File: src/rtl/lock_entry_controller.sv
// rtl/lock_entry_controller.sv - key-press to code sequencer with timeout and lockout for the lock core
module lock_entry_controller #(
    parameter int NUM_KEYS       = 4,
    parameter int CODE_LEN       = 4,
    parameter int TIMEOUT_CYCLES = 50,
    parameter int LOCKOUT_CYCLES = 200,
    parameter int CNT_W          = 16
) (
    input  logic                    clock,
    input  logic                    reset,
    input  logic [NUM_KEYS-1:0]     KEY,
    input  logic                    code_ready,
    input  logic                    freeze,
    output logic [2*CODE_LEN-1:0]   code,
    output logic                    code_valid,
    output logic [2:0]              digit_count,
    output logic                    entry_timeout,
    output logic                    lockout
);

    typedef enum logic [1:0] {
        S_IDLE    = 2'd0,
        S_COLLECT = 2'd1,
        S_PRESENT = 2'd2,
        S_LOCKOUT = 2'd3
    } state_t;

    localparam logic [NUM_KEYS-1:0] KEY_ONE = 1;

    state_t                  r_state;
    logic [NUM_KEYS-1:0]     r_key_s1;
    logic [NUM_KEYS-1:0]     r_key_s2;
    logic [CNT_W-1:0]        r_timer;
    logic [CNT_W-1:0]        r_lock_cnt;
    logic [2*CODE_LEN-1:0]   r_code;
    logic                    r_code_valid;
    logic [2:0]              r_digit_count;
    logic                    r_entry_timeout;
    logic                    r_lockout;

    logic                    w_onehot;
    logic                    w_press;
    logic [1:0]              w_digit;
    logic [2*CODE_LEN-1:0]   w_code_next;

    // A press is a one-hot key level seen the cycle after all keys were released.
    assign w_onehot = (r_key_s1 != '0) && ((r_key_s1 & (r_key_s1 - KEY_ONE)) == '0);
    assign w_press  = w_onehot && (r_key_s2 == '0);

    always_comb begin
        w_digit = 2'd0;
        for (int i = 0; i < NUM_KEYS; i++) begin
            if (r_key_s1[i]) begin
                w_digit = 2'(i);
            end
        end
    end

    always_comb begin
        w_code_next = r_code;
        for (int i = 0; i < CODE_LEN; i++) begin
            if (r_digit_count == 3'(i)) begin
                w_code_next[2*(CODE_LEN-1-i) +: 2] = w_digit;
            end
        end
    end

    always_ff @(posedge clock or negedge reset) begin
        if (!reset) begin
            r_state         <= S_IDLE;
            r_key_s1        <= '0;
            r_key_s2        <= '0;
            r_timer         <= '0;
            r_lock_cnt      <= '0;
            r_code          <= '0;
            r_code_valid    <= 1'b0;
            r_digit_count   <= 3'd0;
            r_entry_timeout <= 1'b0;
            r_lockout       <= 1'b0;
        end else begin
            r_key_s1        <= KEY;
            r_key_s2        <= r_key_s1;
            r_entry_timeout <= 1'b0;
            if (freeze) begin
                r_state       <= S_LOCKOUT;
                r_lock_cnt    <= CNT_W'(LOCKOUT_CYCLES - 1);
                r_timer       <= '0;
                r_code        <= '0;
                r_code_valid  <= 1'b0;
                r_digit_count <= 3'd0;
                r_lockout     <= 1'b1;
            end else begin
                case (r_state)
                    S_IDLE, S_COLLECT: begin
                        if (w_press) begin
                            r_code        <= w_code_next;
                            r_digit_count <= r_digit_count + 3'd1;
                            r_timer       <= '0;
                            if (r_digit_count == 3'(CODE_LEN - 1)) begin
                                r_state      <= S_PRESENT;
                                r_code_valid <= 1'b1;
                            end else begin
                                r_state <= S_COLLECT;
                            end
                        end else if (r_state == S_COLLECT) begin
                            if (r_timer == CNT_W'(TIMEOUT_CYCLES - 1)) begin
                                r_state         <= S_IDLE;
                                r_timer         <= '0;
                                r_code          <= '0;
                                r_digit_count   <= 3'd0;
                                r_entry_timeout <= 1'b1;
                            end else begin
                                r_timer <= r_timer + CNT_W'(1);
                            end
                        end
                    end
                    S_PRESENT: begin
                        if (code_ready) begin
                            r_state       <= S_IDLE;
                            r_code        <= '0;
                            r_code_valid  <= 1'b0;
                            r_digit_count <= 3'd0;
                        end
                    end
                    S_LOCKOUT: begin
                        if (r_lock_cnt == '0) begin
                            r_state   <= S_IDLE;
                            r_lockout <= 1'b0;
                        end else begin
                            r_lock_cnt <= r_lock_cnt - CNT_W'(1);
                        end
                    end
                    default: r_state <= S_IDLE;
                endcase
            end
        end
    end

    assign code          = r_code;
    assign code_valid    = r_code_valid;
    assign digit_count   = r_digit_count;
    assign entry_timeout = r_entry_timeout;
    assign lockout       = r_lockout;

endmodule

File: config.mk
export PLATFORM = sky130hd
export DESIGN_NAME = lock_entry_controller
export DESIGN_NICKNAME = d
export VERILOG_FILES = /design/src/rtl/lock_entry_controller.sv
export SDC_FILE = /design/constraint.sdc
export NUM_CORES = 1
export LEC_CHECK = 0
export ABC_AREA = 1
export BUFFER_PORTS_ARGS = -buffer_cell sky130_fd_sc_hd__clkbuf_2
export CAP_MARGIN = 20
export CORE_ASPECT_RATIO = 1.4
export CORE_UTILIZATION = 60
export DETAILED_ROUTE_END_ITERATION = 16
export PLACE_DENSITY = 0.83
export SYNTH_ARGS = -nofsm -noshare
export SYNTH_HDL_FRONTEND = slang
export SYNTH_SLANG_ARGS = --single-unit
File: constraint.sdc
create_clock -name clock -period 2.4 [get_ports clock]
set_input_delay 0.24 -clock clock [delete_from_list [all_inputs] [get_ports clock]]
set_output_delay 0.24 -clock clock [all_outputs]
set_load 0.05 [all_outputs]
==> impl_summary.log, run 1 <==
[metrics] most area-hungry cell type in the Yosys netlist: sky130_fd_sc_hd__dfrtp_1
[metrics] achievable frequency: 523 MHz
[metrics] Std-Cell Core Area: ~5500 sq um
[metrics] TritonCTS clock tree: yes
[metrics] Die Area: 6030 sq um
[metrics] worst vdd ir: about 0.34 mV
[metrics] category of the worst setup path launch point: flip-flop
[metrics] Synth cell types: 31
[metrics] Final HPWL DP: about 5500 um
[metrics] Static Leakage: roughly 1.8 nW
[metrics] number of cell rows: 32
[metrics] antenna diode count: 0
[metrics] minimum period implied by the final worst setup slack: 1.91 ns
[metrics] TritonCTS Buffers: 5
[metrics] Mapped Nets: 479
[metrics] endpoint kind of the worst setup timing path: flip-flop
[metrics] class of the tightest hold or removal check: in -> reg
[metrics] flop-to-flop setup slack: 0.49 ns
[metrics] depth of the worst register-to-register path: 9
[metrics] post-layout instance area: 3670 sq um
[metrics] part of the cycle the worst path needs: between 70% and 80%
[metrics] root buffer cell: sky130_fd_sc_hd__clkbuf_8
[metrics] setup skew after layout: ~0.0055 ns
[metrics] Cell Chain, Critical Path: inv_1 -> ha_1 -> nand2_2 -> nor2_4 -> nand4_1 -> nand2_2 -> inv_2 -> o21ai_0 -> o21ai_2
[metrics] net count reported at finish: around 500
[metrics] count of routing violations after the opening detailed-route iteration: about 190
[metrics] last element of the critical path: r_lock_cnt[6]
[metrics] vias in the first global route: 3180
[metrics] share of synthesized area spent on multiplexers: 0%
[metrics] highest fanout seen on the critical path: 18
[metrics] share of the synthesized area in compound gates (AO/OA/AOI/OAI): under 10%
[metrics] Worst R2R End: r_lock_cnt[6]
[metrics] DR WL/cell: 13.0 um
[metrics] Routed Wire Length: around 7200 um
[metrics] unrepaired setup endpoints after global routing: false
[metrics] via count normalized by instance count: roughly 5.6
[metrics] count of antenna-violating nets left after detailed routing: 0
[metrics] Setup TNS: 0 ns
[metrics] Die Width: between 60 and 70 um
[metrics] number of H-tree branching levels: 2
[metrics] post-synthesis share of cell area spent on and, or, nand and nor gates: 35.8%
[metrics] hold violation total from the final report: 0
[metrics] R2R Path Start: r_lock_cnt[0]
[metrics] All-Layer GR Usage: between 20% and 30%
[metrics] Mapped Avg Cell Area: roughly 7.4 sq um
[metrics] multi-input combinational cell area: around 1700 sq um
[metrics] initial antenna violation count: 0
[metrics] clock latency on the worst-skew pair: 0.31 ns
[metrics] first-pass GRT wire length: roughly 13000 um
[metrics] number of buffers on the longest clock path: 2
[metrics] layout overhead on the synthesized area: 6.97%
[metrics] via count: 3121
[metrics] clock transition at the register clock pins on the worst setup and hold paths after CTS: 0.09 ns
[metrics] adder and majority cell fraction of the synthesized area: ~3%
[metrics] critical-path cell with the highest stage delay: sky130_fd_sc_hd__dfrtp_1
[metrics] Ys Warns: 0
[metrics] fraction of layout instances using a drive strength above 1: 12.8%
[metrics] most numerous cell on the critical path: sky130_fd_sc_hd__nand2_2
[metrics] summed instance area of the synthesized netlist: 3430 sq um
[metrics] routability cong.: between 0.9 and 1
[metrics] combinational family with the most area after synthesis: simple AND/OR/NAND/NOR gates
[metrics] sequential cell area in the final layout: 1400 sq um
[metrics] effective utilization at floorplan: just over 60%
[metrics] synthesized flop and latch total: 56
[metrics] TritonCTS Sinks: between 50 and 60
[metrics] status: completed
[metrics] first-pass iteration count of the detailed router: 4
[metrics] overall overflow remaining after global route: 0
[metrics] number of fill cells: 462
[metrics] count of final max-slew check failures: 0
[metrics] overall die height: slightly above 90 um
[metrics] residual DRC count: 0
[metrics] worst stage delay on the critical path: between 0.3 and 0.4 ns
[metrics] standard cell area after detailed placement: roughly 3600 sq um
[metrics] area share of the largest cell type after synthesis: around two fifths
[metrics] Relative slew margins: between 60 and 70%
[metrics] number of cells after detailed placement: ~550
[metrics] total power: between 1.5 and 2 mW
[metrics] Required @ worst endpoint: 2.60 ns
[metrics] CP Data Arrival Time: around 2.1 ns
[metrics] fin cells: between 500 and 600
[metrics] largest net degree at the start of global routing: 33
[metrics] sequential share of the synthesized area: approximately 40%
[metrics] Post-CTS Resized: 0
[metrics] count of buffers inserted at the top-level ports: 21
[metrics] xor/xnor share of the synthesized area: 1.79%
[metrics] IO Pins: 22
[metrics] final count of negative-setup-slack endpoints: 0
[metrics] most area-consuming cells after synthesis: sky130_fd_sc_hd__dfrtp_1, sky130_fd_sc_hd__nand2_1, sky130_fd_sc_hd__nor2_1, sky130_fd_sc_hd__nand4_1, sky130_fd_sc_hd__inv_1
[metrics] worst-margin pin slew: just under 0.6 ns
[metrics] max-cap violation count: 0
[metrics] post-synthesis cell count: ~460
[metrics] PD cells: 495 nW/um^2
[metrics] critical path type: reg -> reg
[metrics] start point of the critical path: r_lock_cnt[0]
## sequential cells by signal (all words and copies together) (netlist names)
signal         cells
r_lock_cnt        16
r_timer           16
code               8
r_key_s1           4
r_key_s2           4
digit_count        3
r_state            2
code_valid         1
entry_timeout      1
lockout            1
## cells in the mapped netlist, drive strengths merged
master / count
nand2: 138
nor2: 59
dfrtp: 56
inv: 54
nand3: 35
o21ai: 33
nand4: 31
buf: 12
a21oi: 10
ha: 8
nor3: 8
xor2: 7
o21bai: 6
a31oi: 1
clkbuf: 1
nand3b: 1
nor3b: 1
o2111ai: 1
o211ai: 1
## metal layers
metal	GRT usage (%)	part of all wire, %	vias up
met5	0	0	-
met4	12.9	2.6	0
met3	3.77	5.1	21
met2	46.9	51	107
met1	31.7	41	1444
li1	-	-	1549
## cell usage in the layout (no fill, tap or decap)
cell and instances:
sky130_fd_sc_hd__a21oi_2 2, sky130_fd_sc_hd__nor2_1 55, sky130_fd_sc_hd__dfrtp_1 56, sky130_fd_sc_hd__nand2_1 133, sky130_fd_sc_hd__clkbuf_8 6, sky130_fd_sc_hd__o2111ai_1 1
sky130_fd_sc_hd__clkbuf_2 21, sky130_fd_sc_hd__nand3_1 33, sky130_fd_sc_hd__o21ai_2 13, sky130_fd_sc_hd__ha_1 8, sky130_fd_sc_hd__nand3_2 2, sky130_fd_sc_hd__nand4_1 31
sky130_fd_sc_hd__nand2_2 3, sky130_fd_sc_hd__a31oi_1 1, sky130_fd_sc_hd__nor2_2 1, sky130_fd_sc_hd__inv_2 3, sky130_fd_sc_hd__clkbuf_1 2, sky130_fd_sc_hd__buf_4 6
sky130_fd_sc_hd__nand3b_1 1, sky130_fd_sc_hd__xor2_1 7, sky130_fd_sc_hd__nand2_8 1, sky130_fd_sc_hd__nand2_4 1, sky130_fd_sc_hd__nor3b_1 1, sky130_fd_sc_hd__a21oi_1 8
sky130_fd_sc_hd__o21bai_1 6, sky130_fd_sc_hd__nor2_4 3, sky130_fd_sc_hd__inv_1 51, sky130_fd_sc_hd__o21ai_0 20, sky130_fd_sc_hd__dlygate4sd3_1 1, sky130_fd_sc_hd__o211ai_1 1
sky130_fd_sc_hd__nor3_1 8
## cell type report
type	count	area share, %
Clock buffer	8	2.45
Inverter	54	5.52
Multi-Input combinational cell	340	47.2
Sequential cell	56	38.2
Timing Repair Buffer	28	4.36
Tap cell	68	2.32
## power breakdown
part           internal (mW)  switching [mW]  leakage [nW]
sequential             0.977          0.0357         0.735
clock                  0.236           0.293        0.0455
combinational         0.0794           0.193          1.05
## through the flow
stage	hold slack [ns]	util, %	setup slack, ns
floorplan	-0.0556	-	0.820
global placement	0.228	64.6	0.594
detailed placement	0.239	64.6	0.500
CTS	0.0311	66.4	0.487
global route	0.0283	66.4	0.279
finish	0.0363	66.4	0.486
## worst max-delay path: cells and delay by family, from the launching register on
family / cells / cell delay [ns]
AO/OA/AOI/OAI: 2 / 0.21
flip-flops: 1 / 0.37
AND/OR/NAND/NOR: 4 / 0.65
adder cells (fa/ha/maj): 1 / 0.28
buffers and inverters: 2 / 0.29
## logic make-up after synthesis
logic type               Yosys count
AO/OA/AOI/OAI                     52
adder cells (fa/ha/maj)            8
AND/OR/NAND/NOR                  273
XOR/XNOR                           7
flip-flops                        56
buffers and inverters             67
## worst min-delay path by stage
stage	start	end	slack (ns)	cells after the start
global placement	reset	r_lock_cnt[14]	0.23	1
floorplan	reset	code[0]	-0.06	0
global route	KEY[0]	r_key_s1[0]	0.03	1
detailed placement	reset	r_lock_cnt[14]	0.24	1
finish	KEY[2]	r_key_s1[2]	0.04	1
CTS	KEY[2]	r_key_s1[2]	0.03	1
## what timing repair did
item	4_1_cts	5_1_grt
endpoints found under the hold margin	20	0
buffers inserted	0	0
hold buffers	1	0
No activity file was read; power rests on OpenSTA's default activity.
==> run 2, diff against run 1 <==
Clock period 2.4 ns to 2 ns, I/O delays scaled along.
==> run 2 against run 1 <==
Against the previous run:
- cell count grew 0.72%
- routed wire length increased by 6.4%
- largest cell class unchanged
- flip-flop and latch count did not move
- combinational power increased by 26%
- setup slack worse by 0.25 ns
- hold slack lost 0.031 ns
- clock skew rose by 0.0083 ns
- clock-buffer cell count shrank 3
- clock power up 22%
- global-route usage rose by 0.37 points
- largest power group unchanged
- utilization is 0.77 points higher
==> impl_summary.log, run 2 (synthesis results as in run 1) <==
[metrics] endpoint kind of the worst setup timing path: flip-flop
[metrics] total power: 2.21 mW
[metrics] worst vdd ir: between 0.5 and 0.6 mV
[metrics] R2R Path Start: r_lock_cnt[0]
[metrics] class of the tightest hold or removal check: in -> async
[metrics] clock latency on the worst-skew pair: roughly 0.32 ns
[metrics] count of routing violations after the opening detailed-route iteration: roughly 120
[metrics] Die Area: roughly 6000 sq um
[metrics] number of cells after detailed placement: 544
[metrics] via count: a little over 3000
[metrics] hold violation total from the final report: 0
[metrics] All-Layer GR Usage: between 20% and 30%
[metrics] vias in the first global route: 2945
[metrics] via count normalized by instance count: 5.53
[metrics] routability cong.: about 0.9
[metrics] TritonCTS Buffers: 5
[metrics] number of cells on the critical path: 8
[metrics] Cell Chain, Critical Path: inv_1 -> ha_1 -> nand2_2 -> nor2_4 -> nand4_1 -> nand2_2 -> buf_4 -> o21ai_0
[metrics] number of buffers on the longest clock path: 2
[metrics] Die Width: 65.9 um
[metrics] flop-to-flop setup slack: between 0.2 and 0.25 ns
[metrics] worst-margin pin slew: approximately 0.72 ns
[metrics] unrepaired setup endpoints after global routing: false
[metrics] Routed Wire Length: 7680 um
[metrics] critical path type: reg -> reg
[metrics] IO Pins: 22
[metrics] Required @ worst endpoint: between 2 and 2.5 ns
[metrics] layout overhead on the synthesized area: 8.21%
[metrics] fraction of layout instances using a drive strength above 1: between 10% and 20%
[metrics] overall overflow remaining after global route: 0
[metrics] max-cap violation count: 0
[metrics] Static Leakage: 1.85 nW
[metrics] status: completed
[metrics] residual DRC count: 0
[metrics] commonest non-fill, non-tap cells in the layout: sky130_fd_sc_hd__nand2_1, sky130_fd_sc_hd__dfrtp_1, sky130_fd_sc_hd__nor2_1
[metrics] highest fanout seen on the critical path: 13
[metrics] first-pass GRT wire length: 13000 um
[metrics] Std-Cell Core Area: 5530 sq um
[metrics] depth of the worst register-to-register path: 8
[metrics] count of final max-slew check failures: 0
[metrics] worst stage delay on the critical path: around 0.37 ns
[metrics] category of the worst setup path launch point: flip-flop
[metrics] clock transition at the register clock pins on the worst setup and hold paths after CTS: about 0.11 ns
[metrics] count of buffers inserted at the top-level ports: 21
[metrics] fin cells: 558
[metrics] effective utilization at floorplan: about 62%
[metrics] achievable frequency: 568 MHz
[metrics] final count of negative-setup-slack endpoints: 0
[metrics] first-pass iteration count of the detailed router: 4
[metrics] PD cells: just under 600 nW/um^2
[metrics] TritonCTS clock tree: yes
[metrics] Setup TNS: 0 ns
[metrics] part of the cycle the worst path needs: approximately 88%
[metrics] setup skew after layout: 0.0139 ns
[metrics] Worst R2R End: r_lock_cnt[9]
[metrics] fraction of the core area covered by cells at the end of the flow: 67.2%
[metrics] overall die height: between 90 and 100 um
[metrics] minimum period implied by the final worst setup slack: approximately 1.8 ns
[metrics] largest net degree at the start of global routing: 57
[metrics] Final HPWL DP: around 5600 um
[metrics] Relative slew margins: 52.3%
[metrics] count of antenna-violating nets left after detailed routing: 0
[metrics] DR WL/cell: around 14 um
[metrics] TritonCTS Sinks: 56
[metrics] number of cell rows: 32
[metrics] critical-path cell with the highest stage delay: sky130_fd_sc_hd__dfrtp_1
[metrics] most numerous cell on the critical path: sky130_fd_sc_hd__nand2_2
[metrics] initial antenna violation count: 0
[metrics] leading cell type in the layout, fill and taps excluded: sky130_fd_sc_hd__nand2_1
[metrics] root buffer cell: sky130_fd_sc_hd__clkbuf_8
[metrics] cell type group with the largest total delay on the critical path: simple AND/OR/NAND/NOR gates
[metrics] count of buffering cells on the critical path with inverters included: 2
[metrics] net count reported at finish: 505
[metrics] number of H-tree branching levels: 2
[metrics] antenna diode count: 0
[metrics] CP Data Arrival Time: 1.96 ns
[run 2: final cells by class]
cell class,instances,area (sq um)
Clock buffer,5,68.8
Sequential cell,56,1400
Inverter,54,203
Multi-Input combinational cell,340,1730
Clock inverter,3,22.5
Fill cell,475,1810
Tap cell,68,85.1
Timing Repair Buffer,32,201
[run 2: report_power, final]
part / leakage, nW / switching, mW / internal (mW)
Sequential: 0.735 / 0.0443 / 1.17
Combinational: 1.07 / 0.241 / 0.103
Clock: 0.0485 / 0.394 / 0.252
Total: 1.85 / 0.678 / 1.53
[run 2: through the flow]
stage | setup WS (ns) | hold WS, ns | area [sq um]
2_1_floorplan | 0.420 | -0.0956 | 3430
3_3_place_gp | 0.203 | 0.309 | 3560
3_5_place_dp | 0.0510 | 0.310 | 3560
4_1_cts | 0.0451 | 0.0283 | 3690
5_1_grt | 0.0317 | 0.0815 | 3710
6_report | 0.240 | 0.00487 | 3710
[run 2: what timing repair did]
item | 4_1_cts | 5_1_grt
resized for setup | 0 | 1
endpoints found under the hold margin | 4 | 0
buffers inserted | 0 | 2
setup endpoints to repair | 0 | 14
hold buffers | 4 | 0
[run 2: worst max path at each step]
stage / to / startpoint
global placement: digit_count[0] / r_key_s1[1]
finish: r_lock_cnt[9] / r_lock_cnt[0]
global route: digit_count[0] / r_state[1]
detailed placement: digit_count[0] / r_key_s1[1]
CTS: digit_count[0] / r_key_s1[1]
floorplan: code[0] / digit_count[0]
[run 2: per-layer routing]
layer / up-vias / GRT usage, % / share of wire, %
li1: 1552 / - / -
met1: 1473 / 32.7 / 43
met2: 51 / 50.0 / 54
met3: 8 / 3.14 / 2.4
met4: 0 / 7.43 / 0.98
met5: - / 0 / 0
==> run 3, diff against run 2 <==
Settings changed: CORE_ASPECT_RATIO 1.4 to 0.6.
==> run 3 against run 2 <==
Against the previous run:
- first-iteration DRC count grew to 3.1 times the previous value
- clock-buffer cell count rose by 1
- sequential share of layout area down 0.39 points
- flip-flop and latch count unchanged
- global-route usage about the same
- die area about the same
- hold slack got worse by 0.0014 ns
- cell area is 1.0% higher
- non-clock buffer count is 4 higher
==> impl_summary.log, run 3 (synthesis results as in run 1) <==
[metrics] status: completed
[metrics] All-Layer GR Usage: between 20% and 30%
[metrics] part of the cycle the worst path needs: between 90% and 100%
[metrics] sequential power share: a little under three fifths
[metrics] final count of negative-setup-slack endpoints: 0
[metrics] unrepaired setup endpoints after global routing: false
[metrics] count of antenna-violating nets left after detailed routing: 0
[metrics] PD cells: 588 nW/um^2
[metrics] Routed Wire Length: ~8000 um
[metrics] initial antenna violation count: 0
[metrics] DR WL/cell: 13.8 um
[metrics] switching power summed over all nets: roughly 0.65 mW
[metrics] design internal power: between 1.5 and 2 mW
[metrics] TritonCTS clock tree: yes
[metrics] CP Data Arrival Time: 2.02 ns
[metrics] via count normalized by instance count: 5.62
[metrics] number of H-tree branching levels: 2
[metrics] worst-margin pin slew: about 0.7 ns
[metrics] commonest non-fill, non-tap cells in the layout: sky130_fd_sc_hd__nand2_1, sky130_fd_sc_hd__dfrtp_1, sky130_fd_sc_hd__nor2_1
[metrics] Cell Chain, Critical Path: nor2_1 -> nand2_1 -> nand2_1 -> inv_2 -> nand2_8 -> nand2_4 -> o21ai_2 -> buf_4 -> inv_1 -> nand2_1 -> nand2_1
[metrics] multi-input combinational cell area: roughly 1700 sq um
[metrics] critical path type: reg -> reg
[metrics] TritonCTS Sinks: 56
[metrics] first-pass GRT wire length: between 10000 and 15000 um
[metrics] fraction of layout instances using a drive strength above 1: around 14%
[metrics] IO Pins: 22
[metrics] sequential cell area in the final layout: 1400 sq um
[metrics] hold violation total from the final report: 0
[metrics] category of the worst setup path launch point: flip-flop
[metrics] Relative slew margins: between 50% and 60%
[metrics] clock latency on the worst-skew pair: ~0.31 ns
[metrics] number of cell rows: 20
[metrics] vias in the first global route: roughly 2600
[metrics] Final HPWL DP: between 5000 and 6000 um
[metrics] most numerous cell on the critical path: sky130_fd_sc_hd__nand2_1
[metrics] number of buffers on the longest clock path: 2
[metrics] Die Width: 99.6 um
[metrics] root buffer cell: sky130_fd_sc_hd__clkbuf_8
[metrics] first-pass iteration count of the detailed router: 5
[metrics] Setup TNS: 0 ns
[metrics] critical-path cell with the highest stage delay: sky130_fd_sc_hd__dfrtp_1
[metrics] Required @ worst endpoint: between 2 and 2.5 ns
[metrics] via count: around 3200
[metrics] clock transition at the register clock pins on the worst setup and hold paths after CTS: ~0.10 ns
[metrics] count of routing violations after the opening detailed-route iteration: 377
[metrics] combinational power share: roughly 16%
[metrics] antenna diode count: 0
[metrics] minimum period implied by the final worst setup slack: roughly 1.8 ns
[metrics] pre-CTS setup slack: 0.146 ns
[metrics] max-cap violation count: 0
[metrics] overall die height: roughly 60 um
[metrics] layout overhead on the synthesized area: 9.34%
[metrics] count of final max-slew check failures: 0
[metrics] Net Sw Frac: slightly below 30%
[metrics] achievable frequency: roughly 550 MHz
[metrics] Std-Cell Core Area: roughly 5300 sq um
[metrics] count of buffering cells on the critical path with inverters included: 3
[metrics] overall overflow remaining after global route: 0
[metrics] count of buffers inserted at the top-level ports: 21
[metrics] clock network fraction of design power: between 20% and 30%
[metrics] largest net degree at the start of global routing: 57
[metrics] endpoint kind of the worst setup timing path: flip-flop
[metrics] routability cong.: about 0.93
[metrics] Die Area: 6030 sq um
[metrics] worst stage delay on the critical path: just over 0.4 ns
[metrics] net count reported at finish: around 510
[metrics] class of the tightest hold or removal check: in -> async
[metrics] cell type group with the largest total delay on the critical path: simple AND/OR/NAND/NOR gates
[metrics] TritonCTS Buffers: 5
[metrics] Post-CTS Resized: 0
[metrics] effective utilization at floorplan: roughly two thirds
[metrics] highest fanout seen on the critical path: 29
[metrics] residual DRC count: 0
[metrics] Static Leakage: approximately 1.9 nW
[metrics] leading cell type in the layout, fill and taps excluded: sky130_fd_sc_hd__nand2_1
[metrics] worst vdd ir: roughly 0.5 mV
[metrics] Worst Setup Slack, final: around 0.19 ns
[metrics] setup skew after layout: 0.0141 ns
[metrics] number of fill cells: roughly 440
==> run 3: cell types whose count changed in the layout (fill, tap and decap cells not counted) <==
cell / change
sky130_fd_sc_hd__clkbuf_8: +1
sky130_fd_sc_hd__clkinv_4: -1
sky130_fd_sc_hd__inv_6: -1
sky130_fd_sc_hd__clkinv_2: +1
sky130_fd_sc_hd__buf_4: +5
sky130_fd_sc_hd__buf_6: -1
==> run 3: layer usage <==
layer	global-route usage, %	wire length [um]	part of all wire (%)
met1	43.4	3880	49
met2	37.8	3110	40
met3	6.45	803	10
met4	5.46	55	0.70
met5	0	0	0
==> run 3: worst paths after layout <==
path / from / end / slack [ns] / depth (start not counted)
worst max-delay path: r_key_s1[0] / r_timer[2] / 0.19 / 11
worst min-delay path: reset / r_timer[8] / 0.003 / 2
worst max register to register: r_key_s1[0] / r_timer[2] / 0.19 / 11
worst min register to register: r_key_s1[0] / r_key_s2[0] / 0.43 / 0
max in group asynchronous: reset / r_state[0] / 1.49 / 2
min in group clock: code_ready / r_state[1] / 0.24 / 4
==> run 3: stage by stage <==
step	cell area [sq um]	hold slack (ns)	utilization [%]	power [mW]	std cells
floorplan	3430	-0.0956	-	1.49	463
global placement	3610	0.308	68.4	1.56	558
detailed placement	3610	0.310	68.4	1.57	558
CTS	3740	0.0498	70.9	2.21	570
global route	3750	0.0968	71.0	2.30	571
finish	3750	0.00349	71.0	2.20	571
==> run 3: cell type report <==
| type | instances | share of cell area [%] |
|---|---|---|
| Tap cell | 77 | 2.57 |
| Timing Repair Buffer | 36 | 6.07 |
| Clock inverter | 2 | 0.267 |
| Sequential cell | 56 | 37.4 |
| Multi-Input combinational cell | 340 | 46.1 |
| Inverter | 54 | 5.40 |
| Clock buffer | 6 | 2.20 |
==> run 3: power by group through the flow <==
stage,Combinational (mW),Sequential (mW),Clock (mW)
2_1_floorplan,0.241,1.25,0
3_3_place_gp,0.326,1.24,0
3_5_place_dp,0.332,1.24,0
4_1_cts,0.340,1.22,0.652
5_1_grt,0.383,1.22,0.697
6_report,0.346,1.22,0.641
==> run 3: worst reg2reg max path, delay by kind of cell, from the launching register on <==
family | cells | cell delay [ns]
DFF | 1 | 0.41
and+or+nand+nor | 7 | 0.67
buffers and inverters | 3 | 0.53
AOI/OAI and AO/OA | 1 | 0.11
==> run 3: timing repair <==
item                                    in CTS  in global routing
endpoints found under the hold margin        4                  0
setup buffers                                0                  1
hold buffers                                 4                  0
endpoints found under the setup margin       0                  7
